===== config.mk =====
export PLATFORM = sky130hd
export DESIGN_NAME = bcd_digit_scan_decoder
export DESIGN_NICKNAME = d
export VERILOG_FILES = /design/src/rtl/bcd_digit_scan_decoder.sv
export SDC_FILE = /design/constraint.sdc
export NUM_CORES = 1
export LEC_CHECK = 0
export CORE_MARGIN = 5
export CORE_UTILIZATION = 40
export DETAILED_ROUTE_END_ITERATION = 10
export PLACE_DENSITY = 0.75
export SLEW_MARGIN = 20
export SYNTH_ARGS = -nofsm -noshare
export SYNTH_HDL_FRONTEND = slang
export SYNTH_SLANG_ARGS = --single-unit

===== constraint.sdc =====
create_clock -name clk -period 4.07 [get_ports clk]
set_clock_uncertainty 0.2 [all_clocks]
set_input_delay 0.814 -clock clk [delete_from_list [all_inputs] [get_ports clk]]
set_output_delay 0.814 -clock clk [all_outputs]
set_load 0.02 [all_outputs]

===== src/rtl/bcd_digit_scan_decoder.sv =====
// Serialises a packed BCD word into one 10-bit one-hot beat per digit; first beat valid the cycle after accept.
// Backpressure: all out_* hold while out_ready is low; in_ready is high only while idle (no overlap).
module bcd_digit_scan_decoder #(
  parameter int NUM_DIGITS         = 4,
  parameter bit MSD_FIRST          = 1'b0,
  parameter bit SKIP_LEADING_ZEROS = 1'b0,
  localparam int IDXW = (NUM_DIGITS > 1) ? $clog2(NUM_DIGITS) : 1
) (
  input  logic                    clk,
  input  logic                    rst,
  input  logic                    in_valid,
  output logic                    in_ready,
  input  logic [4*NUM_DIGITS-1:0] in_bcd,
  output logic                    out_valid,
  input  logic                    out_ready,
  output logic [9:0]              out_onehot,
  output logic [IDXW-1:0]         out_idx,
  output logic                    out_last,
  output logic                    out_err,
  output logic                    word_err
);

  localparam logic [0:0] IDLE = 1'b0;
  localparam logic [0:0] SCAN = 1'b1;
  localparam logic [IDXW-1:0] MAX_IDX = IDXW'(NUM_DIGITS - 1);
  localparam logic [IDXW-1:0] ONE_IDX = IDXW'(1);

  logic [0:0]              state;
  logic [4*NUM_DIGITS-1:0] bcd_q;
  logic [IDXW-1:0]         idx_q;
  logic [IDXW-1:0]         end_hi_q;
  logic                    word_err_q;

  logic [IDXW-1:0] in_top;
  logic [IDXW-1:0] in_end_hi;
  logic            in_any_err;
  logic [3:0]      cur_digit;
  logic [9:0]      cur_onehot;
  logic            cur_last;

  // A nibble >9 counts as nonzero, so an invalid digit is never suppressed.
  always_comb begin
    in_top     = '0;
    in_any_err = 1'b0;
    for (int k = 0; k < NUM_DIGITS; k++) begin
      if (in_bcd[4*k +: 4] != 4'd0) in_top = IDXW'(k);
      if (in_bcd[4*k +: 4] > 4'd9)  in_any_err = 1'b1;
    end
    in_end_hi = SKIP_LEADING_ZEROS ? in_top : MAX_IDX;
  end

  always_comb begin
    cur_digit = 4'd0;
    for (int k = 0; k < NUM_DIGITS; k++) begin
      if (idx_q == IDXW'(k)) cur_digit = bcd_q[4*k +: 4];
    end
    cur_onehot = (cur_digit <= 4'd9) ? (10'd1 << cur_digit) : 10'd0;
    cur_last   = (idx_q == (MSD_FIRST ? {IDXW{1'b0}} : end_hi_q));
  end

  assign in_ready   = (state == IDLE);
  assign out_valid  = (state == SCAN);
  assign out_onehot = out_valid ? cur_onehot : 10'd0;
  assign out_idx    = out_valid ? idx_q : {IDXW{1'b0}};
  assign out_last   = out_valid & cur_last;
  assign out_err    = out_valid & (cur_digit > 4'd9);
  assign word_err   = out_valid & word_err_q;

  always_ff @(posedge clk) begin
    if (rst) begin
      state      <= IDLE;
      bcd_q      <= '0;
      idx_q      <= '0;
      end_hi_q   <= '0;
      word_err_q <= 1'b0;
    end else begin
      case (state)
        IDLE: begin
          if (in_valid) begin
            state      <= SCAN;
            bcd_q      <= in_bcd;
            end_hi_q   <= in_end_hi;
            idx_q      <= MSD_FIRST ? in_end_hi : {IDXW{1'b0}};
            word_err_q <= in_any_err;
          end
        end
        SCAN: begin
          if (out_ready) begin
            if (cur_last)       state <= IDLE;
            else if (MSD_FIRST) idx_q <= idx_q - ONE_IDX;
            else                idx_q <= idx_q + ONE_IDX;
          end
        end
        default: state <= IDLE;
      endcase
    end
  end

endmodule


==> qor.txt <==
Max FO, Critical Path = 8
Vias = 1116
TritonCTS clock tree = done
Post-Synth Adder-Cell Area = 0.0451
gr busiest metal = met2
Placed Cells = 208
actual slew at the worst max-slew pin = 0.750 ns
WL/cell = 13.1 um
Slew HR = 0.499
Worst-Skew Late Latency = 0.29 ns
Bufs and invs on worst path = 2
Die W = 62.7 um
compound-cell area share of the yosys netlist = 0.196
Power, Total = 0.415 mW
Initial Util = 0.410
CP Launch Type = flop
Final WS setup = 0.162 ns
die area = 3930 sq um
largest net degree at the start of global routing = 22
CP required = 3.06 ns
ant diodes = 0
post-route ant nets = 0
# Max-Cap Violations = 0
most frequent cells in the layout = nand2_1 (35), clkdlybuf4s50_1 (35), dfxtp_1 (21)
Ys Warns = 0
RD Place Congestion = 0.889
post-route setup TNS = 0 ns
Final min period = 3.91 ns
met2 GRT Util = 0.238
Syn-to-layout area delta = 36.3%
critical path arrival = 2.89 ns
cell count after synthesis = 148
PwrDens = 275 nW/um^2
Final Util = 0.558
post-cts sizing count = 0
Site Rows = 19
initial drt markers = 59
largest family of logic cells by synthesized area = simple AND/OR/NAND/NOR gates
Crit path depth = 7
CP cell instances = inv_1 -> ha_1 -> nand3b_1 -> a221o_1 -> or4b_1 -> nor2_1 -> clkdlybuf4s50_1
Core ar. = 2710 sq um
vias in the first global route = 1085
port bufs = 36
Post-Route WL = 2770 um
GRT overflow = 0
fillers = 281
hold depth = 2
FF+latch count, synth = 21
critical path type = reg2out
CP peak stage delay = 0.61 ns
Largest delay share family, worst path = simple AND/OR/NAND/NOR gates
Seq/Total Area, Yosys = 0.379
post-DP HPWL = 2170 um
final-stage net count = 206
Setup-failing EPs final = 0
Unique masters post-synth = 32
TritonRoute pass-1 iters = 4
first-pass GRT wire length = 4710 um
fmax = 256 MHz
Max Buffers Root-to-Sink = 2
Post-CTS Setup Bufs = 0
GR Util met3 = 0.0396
io pins = 37
Inserted Clock Buffers = 3
hold-fix buffer count after cts = 0
mux share of post-synthesis cell area = 0.0180
Reg clk slew, reported paths = 0.11 ns
Crit-path slowest cell = clkdlybuf4s50_1
Lkg Pwr = 0.552 nW
antenna violations before repair = 0
Simple-Gate Fraction of Synth Area = 0.303
CTS Root Cell = clkbuf_4
fraction of layout cells with a size suffix above 1 = 0.0442
final hold violations = 0
# DRC = 0
dpl ws = 0.484 ns
R2R depth = 4
Syn Std Cell Area = 1110 sq um
Non-Filler Instances = 212
htree depth = 1
Num Clock Sinks = 21
syn_nets = 172
post-DR vias/cell = 5.26
met1 usage = 0.177
Max VDD drop = 0.239 mV
Avg Cell Area, Syn = 7.50 sq um
CP Capture Type = output pin
Slew Limit Fails = 0
RSZ-0062 raised after global routing = false
Synth Area in XOR/XNOR = 0
die span in y = 62.7 um
status = complete, no violations
fin crit share = 0.960
Hold Crit Class = reg2reg
gr usage total = 0.144
[sequential cells by signal (all words and copies together) (netlist names)]
register / flops
end_hi_q: 1
idx_q: 2
word_err_q: 1
bcd_q: 16
out_valid: 1
[cells by family after synthesis]
| group | after synthesis |
|---|---|
| AND/OR/NAND/NOR | 71 |
| adder cells (fa/ha/maj) | 4 |
| buffers and inverters | 15 |
| flip-flops | 21 |
| AO/OA/AOI/OAI | 35 |
| multiplexers | 2 |
[worst paths after layout]
path	start	end	slack, ns
hold / removal	bcd_q[0]$_SDFFE_PP0P_	bcd_q[0]$_SDFFE_PP0P_	0.27
hold reg to reg	bcd_q[0]$_SDFFE_PP0P_	bcd_q[0]$_SDFFE_PP0P_	0.27
setup reg to reg	out_valid$_SDFF_PP0_	word_err_q$_SDFFE_PP0P_	2.30
setup / recovery	idx_q[1]$_SDFFE_PP0P_	out_onehot[8]	0.16
[cell usage after synthesis]
| library cell | count | area (sq um) |
|---|---|---|
| a211oi_1 | 2 | 15.0 |
| a211oi_2 | 1 | 12.5 |
| a21oi_1 | 20 | 100 |
| a221o_1 | 1 | 10.0 |
| a221o_2 | 1 | 11.3 |
| a221oi_1 | 1 | 8.76 |
| a22o_2 | 1 | 10.0 |
| a22oi_1 | 1 | 7.51 |
| a311oi_1 | 1 | 8.76 |
| a41oi_1 | 1 | 8.76 |
| and2_1 | 1 | 6.26 |
| and4_1 | 1 | 8.76 |
| buf_1 | 1 | 3.75 |
| buf_2 | 1 | 5.00 |
| buf_6 | 1 | 11.3 |
| clkbuf_1 | 5 | 18.8 |
| dfxtp_1 | 21 | 420 |
| ha_1 | 4 | 50.1 |
| inv_1 | 7 | 26.3 |
| mux2i_1 | 2 | 20.0 |
| nand2_1 | 35 | 131 |
| nand2b_1 | 2 | 12.5 |
| nand3_1 | 2 | 10.0 |
| nand3b_1 | 3 | 22.5 |
| nor2_1 | 12 | 45.0 |
| nor2b_1 | 1 | 6.26 |
| nor3_1 | 4 | 20.0 |
| nor3b_1 | 6 | 45.0 |
| nor4_1 | 2 | 12.5 |
| o21ai_0 | 5 | 25.0 |
| or3_1 | 1 | 6.26 |
| or4b_1 | 1 | 10.0 |
[power breakdown]
| group | switching, mW | leakage, nW | internal, mW |
|---|---|---|---|
| logic | 0.0463 | 0.364 | 0.0440 |
| registers | 0.00916 | 0.173 | 0.218 |
| clock network | 0.0597 | 0.0150 | 0.0381 |
| total | 0.115 | 0.552 | 0.300 |
[cell type report]
class                   instances  area (sq um)  share of cell area
well taps                      31          38.8              0.0256
multi-input cells             112           631               0.417
clock buffers                   4          26.3              0.0174
flip-flops and latches         21           420               0.278
inverters                       7          26.3              0.0174
repair buffers                 37           370               0.245
[routing by layer]
layer	up-vias	share of wire	wire length (um)
met5	-	0	0
met4	0	0.010	28
met3	4	0.071	196
met2	28	0.47	1300
met1	508	0.45	1250
li1	576	-	-
[per-stage QoR]
stage          instance area [sq um]  hold WS, ns
2_1_floorplan                   1110        0.236
3_3_place_gp                    1480        0.247
3_5_place_dp                    1480        0.251
4_1_cts                         1500        0.267
5_1_grt                         1510        0.286
6_report                        1510        0.266
[worst reg2reg max path, delay by kind of cell, from the launching register on]
kind               cells  cell delay, ns
and+or+nand+nor        2            0.64
DFF                    1            0.50
AOI/OAI and AO/OA      2            0.31
Note: power is estimated with default switching activity, not from simulation.
